--- src/rtl/clq_multiport.sv ---
// ---------------------------------------------------------------------------
// clq_multiport
//
// Clause-list queue for the lookup stage. The clause arbiter loads a node
// buffer (append-only) and a per-literal dummy-head table while in LOAD.
// After load_done the queue enters RUN and serves NUM_PORTS independent BCP
// engines. Each engine has a registered head-lookup channel and an
// asynchronous node read port.
//
// Ports:
//   clk, rst_n          clock, synchronous active-low reset
//   push, push_node     append a node at the tail (LOAD only)
//   head_we, head_idx,  write head table entry {head_null, head_ptr}
//   head_null, head_ptr   (LOAD only)
//   load_done           LOAD -> RUN
//   clear               empty the queue, drop responses, return to LOAD
//   req_valid/req_lit/  per-port lookup request channel
//   req_ready
//   rsp_valid/rsp_ready per-port lookup response channel
//   rsp_hit/rsp_ptr
//   node_idx/node_out   per-port combinational node read
//   running             controller is in RUN (this is the FSM state)
//   count, full         nodes stored, count == DEPTH
//   err                 sticky protocol error (cleared by clear/reset)
//
// Handshake: a channel beat transfers on a rising clk edge where valid and
// ready are both high. valid must not depend on ready. The response side
// holds rsp_valid and its data stable until rsp_ready is seen high.
// ---------------------------------------------------------------------------
module clq_multiport #(
  parameter int DEPTH       = 16,
  parameter int LIT_IDX_MAX = 16,
  parameter int NODE_W      = 32,
  parameter int NUM_PORTS   = 2,
  localparam int PTR_W  = $clog2(DEPTH),
  localparam int LIT_W  = $clog2(LIT_IDX_MAX) + 1,
  localparam int HIDX_W = $clog2(2 * LIT_IDX_MAX)
) (
  input  logic                          clk,
  input  logic                          rst_n,
  input  logic                          push,
  input  logic [NODE_W-1:0]             push_node,
  input  logic                          head_we,
  input  logic [HIDX_W-1:0]             head_idx,
  input  logic                          head_null,
  input  logic [PTR_W-1:0]              head_ptr,
  input  logic                          load_done,
  input  logic                          clear,
  input  logic [NUM_PORTS-1:0]          req_valid,
  input  logic [NUM_PORTS*LIT_W-1:0]    req_lit,
  output logic [NUM_PORTS-1:0]          req_ready,
  output logic [NUM_PORTS-1:0]          rsp_valid,
  input  logic [NUM_PORTS-1:0]          rsp_ready,
  output logic [NUM_PORTS-1:0]          rsp_hit,
  output logic [NUM_PORTS*PTR_W-1:0]    rsp_ptr,
  input  logic [NUM_PORTS*PTR_W-1:0]    node_idx,
  output logic [NUM_PORTS*NODE_W-1:0]   node_out,
  output logic                          running,
  output logic [PTR_W:0]                count,
  output logic                          full,
  output logic                          err
);

  localparam int HEADS = 2 * LIT_IDX_MAX;

  typedef enum logic {
    ST_LOAD = 1'b0,
    ST_RUN  = 1'b1
  } state_t;

  state_t state_q, state_d;

  logic [NODE_W-1:0] buf_mem   [DEPTH];
  logic              head_nul_q [HEADS];
  logic [PTR_W-1:0]  head_ptr_q [HEADS];
  logic [PTR_W:0]    count_q;
  logic              err_q;

  logic [NUM_PORTS-1:0]       rsp_valid_q;
  logic [NUM_PORTS-1:0]       rsp_hit_q;
  logic [NUM_PORTS*PTR_W-1:0] rsp_ptr_q;

  logic [NUM_PORTS-1:0]       accept;
  logic [NUM_PORTS-1:0]       lk_hit;
  logic [NUM_PORTS*PTR_W-1:0] lk_ptr;
  logic [LIT_W-1:0]           lk_lit;
  logic [LIT_W-2:0]           lk_mag;
  logic [HIDX_W-1:0]          lk_idx;

  logic push_ok;
  logic push_bad;
  logic head_bad;

  // ---------------- controller ----------------
  always_ff @(posedge clk) begin
    if (!rst_n) state_q <= ST_LOAD;
    else        state_q <= state_d;
  end

  // clear always wins over load_done.
  always_comb begin
    state_d = state_q;
    case (state_q)
      ST_LOAD: if (clear) state_d = ST_LOAD;
               else if (load_done) state_d = ST_RUN;
      ST_RUN:  if (clear) state_d = ST_LOAD;
      default: state_d = ST_LOAD;
    endcase
  end

  assign running = (state_q == ST_RUN);
  assign full    = (count_q == (PTR_W+1)'(DEPTH));
  assign count   = count_q;
  assign err     = err_q;

  assign push_ok  = push & ~running & ~full;
  assign push_bad = push & (running | full);
  assign head_bad = head_we & running;

  // ---------------- lookup ----------------
  assign req_ready = {NUM_PORTS{running}} & (~rsp_valid_q | rsp_ready);
  // A request presented in a clear cycle never produces a response.
  assign accept    = req_valid & req_ready & ~{NUM_PORTS{clear}};

  // Magnitude is taken on the low LIT_W-1 bits only: both 0 and the
  // most-negative code map to magnitude 0, which is the miss case.
  // Negative literals land in the upper half of the table, so the table
  // index is simply {sign, magnitude}.
  always_comb begin
    lk_hit = '0;
    lk_ptr = '0;
    lk_lit = '0;
    lk_mag = '0;
    lk_idx = '0;
    for (int p = 0; p < NUM_PORTS; p++) begin
      lk_lit = req_lit[p*LIT_W +: LIT_W];
      lk_mag = lk_lit[LIT_W-1] ? (~lk_lit[LIT_W-2:0] + (LIT_W-1)'(1))
                               : lk_lit[LIT_W-2:0];
      lk_idx = HIDX_W'({lk_lit[LIT_W-1], lk_mag});
      lk_hit[p] = (lk_mag != '0) && !head_nul_q[lk_idx];
      lk_ptr[p*PTR_W +: PTR_W] = lk_hit[p] ? head_ptr_q[lk_idx] : '0;
    end
  end

  // ---------------- storage and response registers ----------------
  always_ff @(posedge clk) begin
    if (!rst_n) begin
      count_q     <= '0;
      err_q       <= 1'b0;
      rsp_valid_q <= '0;
      rsp_hit_q   <= '0;
      rsp_ptr_q   <= '0;
      for (int i = 0; i < DEPTH; i++) buf_mem[i] <= '0;
      for (int i = 0; i < HEADS; i++) begin
        head_nul_q[i] <= 1'b1;
        head_ptr_q[i] <= '0;
      end
    end else if (clear) begin
      // Buffer contents are left in place; only the tail is rewound.
      count_q     <= '0;
      err_q       <= 1'b0;
      rsp_valid_q <= '0;
      for (int i = 0; i < HEADS; i++) begin
        head_nul_q[i] <= 1'b1;
        head_ptr_q[i] <= '0;
      end
    end else begin
      if (push_ok) begin
        buf_mem[count_q[PTR_W-1:0]] <= push_node;
        count_q <= count_q + (PTR_W+1)'(1);
      end
      if (head_we && !running) begin
        head_nul_q[head_idx] <= head_null;
        head_ptr_q[head_idx] <= head_ptr;
      end
      if (push_bad || head_bad) err_q <= 1'b1;
      for (int p = 0; p < NUM_PORTS; p++) begin
        if (accept[p]) begin
          rsp_valid_q[p]             <= 1'b1;
          rsp_hit_q[p]               <= lk_hit[p];
          rsp_ptr_q[p*PTR_W +: PTR_W] <= lk_ptr[p*PTR_W +: PTR_W];
        end else if (rsp_ready[p]) begin
          rsp_valid_q[p] <= 1'b0;
        end
      end
    end
  end

  assign rsp_valid = rsp_valid_q;
  assign rsp_hit   = rsp_hit_q;
  assign rsp_ptr   = rsp_ptr_q;

  // ---------------- node read ports ----------------
  always_comb begin
    node_out = '0;
    for (int p = 0; p < NUM_PORTS; p++) begin
      node_out[p*NODE_W +: NODE_W] = buf_mem[node_idx[p*PTR_W +: PTR_W]];
    end
  end

endmodule

--- config.mk ---
export PLATFORM = sky130hd
export DESIGN_NAME = clq_multiport
export DESIGN_NICKNAME = d
export VERILOG_FILES = /design/src/rtl/clq_multiport.sv
export SDC_FILE = /design/constraint.sdc
export NUM_CORES = 1
export LEC_CHECK = 0
export BUFFER_PORTS_ARGS = -buffer_cell sky130_fd_sc_hd__buf_2
export CAP_MARGIN = 20
export CORE_MARGIN = 4
export CORE_UTILIZATION = 50
export CTS_CLUSTER_DIAMETER = 30
export DETAILED_ROUTE_END_ITERATION = 12
export HOLD_SLACK_MARGIN = 0.1
export PLACE_DENSITY = 0.64
export SETUP_SLACK_MARGIN = 0.2
export SYNTH_ARGS = -nofsm -noshare
export SYNTH_HDL_FRONTEND = slang
export SYNTH_SLANG_ARGS = --single-unit
--- constraint.sdc ---
create_clock -name clk -period 7.6 [get_ports clk]
set_input_delay 1.52 -clock clk [delete_from_list [all_inputs] [get_ports clk]]
set_output_delay 1.52 -clock clk [all_outputs]
set_load 0.01 [all_outputs]
==> results of run 1 <==
[through the flow]
step | power (mW) | instance area [sq um] | setup slack (ps) | std cells
global placement | 5.33 | 37700 | 1550 | 3327
detailed placement | 5.35 | 37900 | 1980 | 3335
global route | 12.0 | 43000 | 1960 | 3604
floorplan | 5.00 | 35900 | 2600 | 2385
finish | 11.7 | 43000 | 2150 | 3605
CTS | 11.7 | 42900 | 2090 | 3600
[worst max path at each step]
stage	startpoint	to	slack [ps]	cells after the start
6_report	node_idx[0]	node_out[3]	2150	5
5_1_grt	node_idx[0]	node_out[6]	1960	5
4_1_cts	node_idx[4]	node_out[33]	2090	5
3_5_place_dp	rst_n	buf_mem[1][7]	1980	7
3_3_place_gp	rst_n	buf_mem[1][7]	1550	7
2_1_floorplan	push	buf_mem[13][0]	2600	4
[kinds of logic after synthesis]
logic type,Yosys count,synth area share [%]
AO/OA/AOI/OAI,109,1.94
multiplexers,409,24.8
adder cells (fa/ha/maj),6,0.209
buffers and inverters,223,2.53
XOR/XNOR,9,0.261
flip-flops,689,56.2
AND/OR/NAND/NOR,940,14.0
[cells in the final DEF, fill, tap and decap left out, types with 10 or more instances in the layout]
master / netlist / layout
nor2_4: 0 / 12
a21oi_1: 39 / 39
dfxtp_1: 49 / 49
clkinv_1: 1 / 24
o21ai_4: 0 / 12
buf_4: 3 / 47
mux4_2: 384 / 384
clkinv_4: 0 / 12
clkbuf_16: 0 / 145
clkbuf_1: 161 / 11
nor2_1: 223 / 211
clkinvlp_4: 0 / 12
edfxtp_1: 640 / 640
buf_2: 17 / 149
mux2i_1: 22 / 21
bufinv_16: 0 / 22
clkinv_2: 0 / 16
inv_6: 0 / 16
nand2_1: 125 / 125
and2_1: 525 / 525
inv_1: 10 / 10
[flip-flops by register name, summed over array words and instances (netlist names)]
name	flops
count	5
rsp_hit	2
head_nul_q	30
rsp_ptr	8
running	1
head_ptr_q	128
buf_mem	512
rsp_valid	2
err	1
[power breakdown]
part,switching (mW),internal [mW],total (mW)
logic,0.532,0.413,0.945
clock network,2.11,4.27,6.38
registers,0.0742,4.28,4.35
total,2.71,8.96,11.7
[cell type report]
| type | count | area (sq um) |
|---|---|---|
| Clock inverter | 107 | 1260 |
| Sequential cell | 689 | 20200 |
| Antenna cell | 2 | 5.00 |
| Multi-Input combinational cell | 1473 | 15100 |
| Timing Repair Buffer | 214 | 1470 |
| Inverter | 12 | 45.0 |
| Tap cell | 950 | 1190 |
| Clock buffer | 158 | 3700 |
| Fill cell | 5321 | 28400 |
[layer usage]
metal	up-vias	wire length (um)	share of wire, %
met5	-	13	0.012
met4	2	3300	3.1
met3	225	9450	8.8
met2	1310	52900	49
met1	11800	41300	39
li1	9485	-	-
[worst max-delay path: cells and delay by family]
family	cells	cell delay, ps
buffers and inverters	3	1240
multiplexers	2	1030
==> impl_metrics.env, run 1 <==
export IMPL_grt_pass1_wl_mm=158
export IMPL_grt_busiest_layer="met2"
export IMPL_syn_instance_count=2385
export IMPL_finClkSkew_ps=23.1
export IMPL_synth_top_area_cell="edfxtp_1"
export IMPL_leakage_nw=15.8
export IMPL_finalHoldViolations=0
export IMPL_timing_rr_start="count[2]"
export IMPL_ys_seq_elements=689
export IMPL_num_io_pins=156
export IMPL_syn_area_sq_mm=0.0359
export IMPL_finalWirelength_mm=107
export IMPL_run_status="complete, no violations"
export IMPL_synth_nets=2461
export IMPL_synth_cell_types=54
export IMPL_grt_use_met2_pct=46.0
export IMPL_grt_met3_usage_pct=6.28
export IMPL_reg2regPathDepth=6
export IMPL_path_cells="clkbuf_8 > buf_4 > mux4_2 > mux4_2 > buf_2"
export IMPL_die_x_um=276
export IMPL_rrSetupSlack_ps=3280
export IMPL_seq_area_frac_synth_pct=56.2
export IMPL_crit_fanout=64
export IMPL_drtAntennaViolNets=0
export IMPL_grt_pass1_vias=23900
export IMPL_root_buffer="clkbuf_16"
export IMPL_endpoint_kind="primary output"
export IMPL_synth_ff_type="edfxtp_1"
export IMPL_max_freq_mhz=183
export IMPL_die_h_um=276
export IMPL_fin_util_pct=60.2
export IMPL_min_period_ps=5450
export IMPL_cp_slowest_cell="clkbuf_8"
export IMPL_crit_path_max_incr_delay_ps=610
export IMPL_drt_iter0_drc=2873
export IMPL_cts_tree="done"
export IMPL_postCtsResizedCells=0
export IMPL_drtPass1Iterations=6
export IMPL_initial_core_util_pct=50.3
export IMPL_dp_hpwl_mm=65.5
export IMPL_arrival_ps=3930
export IMPL_cp_common_cell="mux4_2"
export IMPL_p_per_area_mw_per_mm2=272
export IMPL_synth_top_area_share_pct=53.5
export IMPL_min_from="err"
export IMPL_synth_top_cells_by_count="edfxtp_1, and2_1, mux4_2"
export IMPL_async_flop_share_pct=0
export IMPL_min_path_cells=2
export IMPL_vias=22900
export IMPL_area_growth_pct=19.6
export IMPL_io_buffer_count=155
export IMPL_antenna_found_initial=5
export IMPL_min_to="err"
export IMPL_rsz0062_at_grt="no"
export IMPL_grtUsageMet1_pct=37.8
export IMPL_row_count=98
export IMPL_grt_max_degree=100
export IMPL_place_congestion=0.915
export IMPL_yosysWarnings=0
export IMPL_overflow=0
export IMPL_dieArea_sq_mm=0.0762
export IMPL_crit_required_ps=6080
export IMPL_drc=0
export IMPL_peakVddDrop_mv=0.252
export IMPL_numCtsBuffers=143
export IMPL_globalRouteTotalUtil_pct=28.1
export IMPL_tightest_slew_ps=1180
export IMPL_clk_latency_ps=710
export IMPL_nets=2609
export IMPL_cts_buffer_depth=3
export IMPL_path_class="input pin to primary output"
export IMPL_setup_viol=0
export IMPL_drv_cap=0
export IMPL_cts_sinks=689
export IMPL_vias_per_cell=6.34
export IMPL_avgRoutedWirePerCell_um=29.7
export IMPL_syn_avg_cell_area_sq_um=15.1
export IMPL_drive_gt1_share_pct=32.9
export IMPL_cts_hold_buffers_added=0
export IMPL_synth_edf_count=640
export IMPL_core_area_sq_mm=0.0714
export IMPL_r2r_end="buf_mem[1][25]"
export IMPL_post_cts_setup_buffers=0
export IMPL_whs_ps=475
export IMPL_yosysMostFrequentCell="edfxtp_1"
export IMPL_synth_area_leaders="edfxtp_1, mux4_2, and2_1"
export IMPL_htreeDepth=4
export IMPL_relSlewSlack_pct=21.4
export IMPL_tns_ps=0
export IMPL_hp_class="flop to flop"
export IMPL_clkSlewWorstSetupHoldPaths_ps=50
export IMPL_fin_crit_sh_pct=71.8
export IMPL_maxSlewViolCount=0
export IMPL_cp_start_kind="input pin"
Power figures use the tool's default switching activity.
==> run 2, diff against run 1 <==
--- a/config.mk
+++ b/config.mk
@@ -12,7 +12,7 @@
 export CTS_CLUSTER_DIAMETER = 30
 export DETAILED_ROUTE_END_ITERATION = 12
 export HOLD_SLACK_MARGIN = 0.1
-export PLACE_DENSITY = 0.64
+export PLACE_DENSITY = 0.66
 export SETUP_SLACK_MARGIN = 0.2
 export SYNTH_ARGS = -nofsm -noshare
 export SYNTH_HDL_FRONTEND = slang
==> constraint.sdc (replaced) <==
create_clock -name clk -period 4.85 [get_ports clk]
set_input_delay 0.97 -clock clk [delete_from_list [all_inputs] [get_ports clk]]
set_output_delay 0.97 -clock clk [all_outputs]
set_load 0.01 [all_outputs]
==> impl_metrics.env, run 2 (synthesized netlist as in run 1, its figures left out) <==
export IMPL_rsz0062_at_grt="no"
export IMPL_arrival_ps=2990
export IMPL_avgRoutedWirePerCell_um=30.2
export IMPL_vias=23200
export IMPL_worst_path_buf_inv=3
export IMPL_seq_area_sq_mm=0.0202
export IMPL_crit_required_ps=3880
export IMPL_tns_ps=0
export IMPL_endpoint_kind="primary output"
export IMPL_path_class="input pin to primary output"
export IMPL_io_buffer_count=155
export IMPL_die_h_um=276
export IMPL_grt_use_met2_pct=45.8
export IMPL_grt_busiest_layer="met2"
export IMPL_fin_util_pct=60.3
export IMPL_place_congestion=0.949
export IMPL_die_x_um=276
export IMPL_multi_input_area_sq_mm=0.0151
export IMPL_row_count=98
export IMPL_cp_top_family="buffers and inverters"
export IMPL_path_cells="buf_6 > buf_4 > mux4_2 > mux4_2 > buf_2"
export IMPL_hp_class="input pin to flop"
export IMPL_fin_crit_sh_pct=81.6
export IMPL_grt_max_degree=53
export IMPL_finalWirelength_mm=110
export IMPL_postCtsResizedCells=0
export IMPL_leakage_nw=15.9
export IMPL_drc=0
export IMPL_core_area_sq_mm=0.0714
export IMPL_overflow=0
export IMPL_top_regs="buf_mem x512, head_ptr_q x128, head_nul_q x30"
export IMPL_post_cts_setup_buffers=0
export IMPL_final_cell_mix="edfxtp_1, and2_1, mux4_2"
export IMPL_total_power_mw=17.8
export IMPL_p_per_area_mw_per_mm2=413
export IMPL_fill_cells=5295
export IMPL_drtAntennaViolNets=0
export IMPL_cts_tree="done"
export IMPL_maxSlewViolCount=0
export IMPL_drv_cap=0
export IMPL_clk_latency_ps=710
export IMPL_dp_cells=3369
export IMPL_run_status="complete, no violations"
export IMPL_whs_ps=470
export IMPL_dieArea_sq_mm=0.0762
export IMPL_drt_iter0_drc=3153
export IMPL_finalNonFillerCells=3637
export IMPL_final_common_cell="edfxtp_1"
export IMPL_grt_met3_usage_pct=6.92
export IMPL_setup_viol=0
export IMPL_peakVddDrop_mv=0.357
export IMPL_crit_path_max_incr_delay_ps=550
export IMPL_cp_start_kind="input pin"
export IMPL_nets=2640
export IMPL_grtUsageMet1_pct=38.7
export IMPL_vias_per_cell=6.39
export IMPL_initial_core_util_pct=50.3
export IMPL_relSlewSlack_pct=25.1
export IMPL_drive_gt1_share_pct=33.4
export IMPL_top_register="buf_mem"
export IMPL_cts_buffer_depth=3
export IMPL_globalRouteTotalUtil_pct=28.8
export IMPL_min_period_ps=3960
export IMPL_finalHoldViolations=0
export IMPL_grt_pass1_wl_mm=162
export IMPL_antenna_found_initial=4
export IMPL_finClkSkew_ps=20.8
export IMPL_drtPass1Iterations=7
export IMPL_cts_sinks=689
export IMPL_htreeDepth=4
export IMPL_largest_reg_flops=512
export IMPL_clkSlewWorstSetupHoldPaths_ps=50
export IMPL_area_growth_pct=19.7
export IMPL_numCtsBuffers=143
export IMPL_cp_slowest_cell="buf_4"
export IMPL_dp_hpwl_mm=65.3
export IMPL_tightest_slew_ps=1120
export IMPL_crit_fanout=39
export IMPL_cp_common_cell="mux4_2"
export IMPL_num_io_pins=156
export IMPL_root_buffer="clkbuf_16"
export IMPL_max_freq_mhz=253
export IMPL_grt_pass1_vias=24100
export IMPL_cts_hold_buffers_added=0
## run 2: worst paths after layout
path                                  start             end  slack (ps)  depth (start not counted)
worst max-delay path            node_idx[1]     node_out[8]         890                          5
worst min-delay path              load_done         running         470                          3
worst max register to register     count[1]  buf_mem[1][16]         990                         10
worst min register to register          err             err         470                          2
## run 2: area by class of cell
type,instances,area share (%)
multi-input cells,1473,35.1
diodes,4,0.0233
inverters,12,0.105
well taps,950,2.76
clock inverters,94,2.15
flip-flops and latches,689,47.0
repair buffers,245,4.10
clock buffers,170,8.78
## run 2: routing by layer
layer	share of wire, %	wire length [um]
met4	4.0	4440
met3	11	11500
met1	37	40700
met2	48	53100
met5	0	0
## run 2: power breakdown
group          internal, mW  switching [mW]  leakage (nW)
logic                 0.664           0.847          6.48
clock network          6.16            3.27          2.25
registers              6.70           0.111          7.12
## run 2: metrics by stage
step | cell area [sq um] | setup WS, ps
6_report | 43000 | 894
3_3_place_gp | 38300 | 826
5_1_grt | 43000 | 810
2_1_floorplan | 35900 | 403
3_5_place_dp | 38300 | 869
4_1_cts | 43000 | 871
## run 2: worst min-delay path, stage by stage
cell    delay (ps)
buf_2           80
nor2_1          30
nor2_1          60
==> run 3, diff against run 2 <==
==> constraint.sdc (replaced) <==
create_clock -name clk -period 3.5 [get_ports clk]
set_input_delay 0.7 -clock clk [delete_from_list [all_inputs] [get_ports clk]]
set_output_delay 0.7 -clock clk [all_outputs]
set_load 0.01 [all_outputs]
==> impl_metrics.env, run 3 (synthesized netlist as in run 1, its figures left out) <==
export IMPL_drtAntennaViolNets=0
export IMPL_run_status="complete, no violations"
export IMPL_dp_hpwl_mm=65.7
export IMPL_finClkSkew_ps=35.3
export IMPL_clkSlewWorstSetupHoldPaths_ps=50
export IMPL_final_cell_mix="edfxtp_1, and2_1, mux4_2"
export IMPL_drt_iter0_drc=2969
export IMPL_seq_area_sq_mm=0.0202
export IMPL_fin_util_pct=61.3
export IMPL_whs_ps=210
export IMPL_grt_busiest_layer="met2"
export IMPL_relSlewSlack_pct=41.9
export IMPL_drtPass1Iterations=6
export IMPL_io_buffer_count=155
export IMPL_vias=23400
export IMPL_place_congestion=0.971
export IMPL_htreeDepth=4
export IMPL_cts_buffer_depth=3
export IMPL_dieArea_sq_mm=0.0762
export IMPL_rsz0062_at_grt="no"
export IMPL_path_cells="clkbuf_8 > buf_12 > buf_4 > mux4_2 > mux4_2 > buf_2"
export IMPL_p_per_area_mw_per_mm2=567
export IMPL_num_io_pins=156
export IMPL_path_class="input pin to primary output"
export IMPL_cp_slowest_cell="mux4_2"
export IMPL_fill_cells=5335
export IMPL_grt_pass1_vias=24500
export IMPL_min_period_ps=3250
export IMPL_top_regs="buf_mem x512, head_ptr_q x128, head_nul_q x30"
export IMPL_die_x_um=276
export IMPL_top_register="buf_mem"
export IMPL_crit_path_max_incr_delay_ps=550
export IMPL_leakage_nw=16.3
export IMPL_setup_viol=0
export IMPL_grtUsageMet1_pct=36.1
export IMPL_crit_fanout=19
export IMPL_multi_input_area_sq_mm=0.0151
export IMPL_fin_crit_sh_pct=93.0
export IMPL_endpoint_kind="primary output"
export IMPL_hp_class="input pin to flop"
export IMPL_vias_per_cell=6.34
export IMPL_crit_required_ps=2800
export IMPL_globalRouteTotalUtil_pct=28.5
export IMPL_grt_met3_usage_pct=6.33
export IMPL_grt_use_met2_pct=47.8
export IMPL_cp_start_kind="input pin"
export IMPL_max_freq_mhz=307
export IMPL_core_area_sq_mm=0.0714
export IMPL_cts_tree="done"
export IMPL_area_growth_pct=21.9
export IMPL_peakVddDrop_mv=0.402
export IMPL_numCtsBuffers=140
export IMPL_nets=2694
export IMPL_cts_hold_buffers_added=0
export IMPL_initial_core_util_pct=50.3
export IMPL_cp_common_cell="mux4_2"
export IMPL_grt_max_degree=49
export IMPL_final_common_cell="edfxtp_1"
export IMPL_avgRoutedWirePerCell_um=29.4
export IMPL_drv_cap=0
export IMPL_root_buffer="clkbuf_16"
export IMPL_row_count=98
export IMPL_drc=0
export IMPL_tightest_slew_ps=847
export IMPL_overflow=0
export IMPL_arrival_ps=2550
export IMPL_clk_latency_ps=700
export IMPL_grt_pass1_wl_mm=160
export IMPL_largest_reg_flops=512
export IMPL_cts_sinks=689
export IMPL_drive_gt1_share_pct=34.8
export IMPL_maxSlewViolCount=0
export IMPL_antenna_found_initial=11
export IMPL_die_h_um=276
export IMPL_total_power_mw=24.8
export IMPL_finalWirelength_mm=108
export IMPL_finalHoldViolations=0
run 3: cell types whose count changed in the layout (fill, tap and decap cells not counted), sizes merged:
cell and delta:
clkinvlp -3, buf +57, clkbuf -9, bufinv +7
clkinv -4, inv -3, diode +4
run 3: metal layers:
metal  routed length, um  vias to the layer above
met5                  13                        -
met4                4400                        2
met3               11300                      290
met2               54900                     1456
met1               37700                    12000
li1                    -                     9668
run 3: where the power goes:
group          internal [mW]  switching [mW]  leakage, nW
logic                   1.01            1.19         6.89
clock network           8.85            4.33         2.26
registers               9.28           0.154         7.12
run 3: metrics by stage:
stage | cells | area, sq um | TNS (ps) | setup slack [ps]
2_1_floorplan | 2385 | 35900 | -11210 | -32.6
3_3_place_gp | 3416 | 38900 | 0 | 254
3_5_place_dp | 3416 | 38900 | 0 | 228
4_1_cts | 3668 | 43700 | 0 | 228
5_1_grt | 3682 | 43800 | 0 | 207
6_report | 3686 | 43800 | 0 | 245
run 3: worst max-delay path, delay by kind of cell:
| family | cells | cell delay, ps |
|---|---|---|
| multiplexers | 2 | 1090 |
| buffers and inverters | 4 | 710 |
run 3: layout make-up:
class	instances	share of cell area (%)
flip-flops and latches	689	46.1
multi-input cells	1473	34.5
clock buffers	161	8.42
repair buffers	302	5.77
well taps	950	2.72
clock inverters	91	2.32
inverters	12	0.106
diodes	8	0.0457
run 3: path summary, 6_finish.rpt:
kind | from | endpoint | slack [ps] | cells past startpoint
setup reg to reg | count[0] | buf_mem[13][17] | 510 | 10
hold reg to reg | rsp_ptr[3] | rsp_ptr[3] | 480 | 1
setup / recovery | node_idx[0] | node_out[22] | 250 | 6
hold / removal | load_done | running | 210 | 3
run 3: timing repair:
action,CTS,global route
setup endpoints to repair,0,7
buffers inserted,0,10
gates resized for setup,0,3
endpoints found under the hold margin,0,0
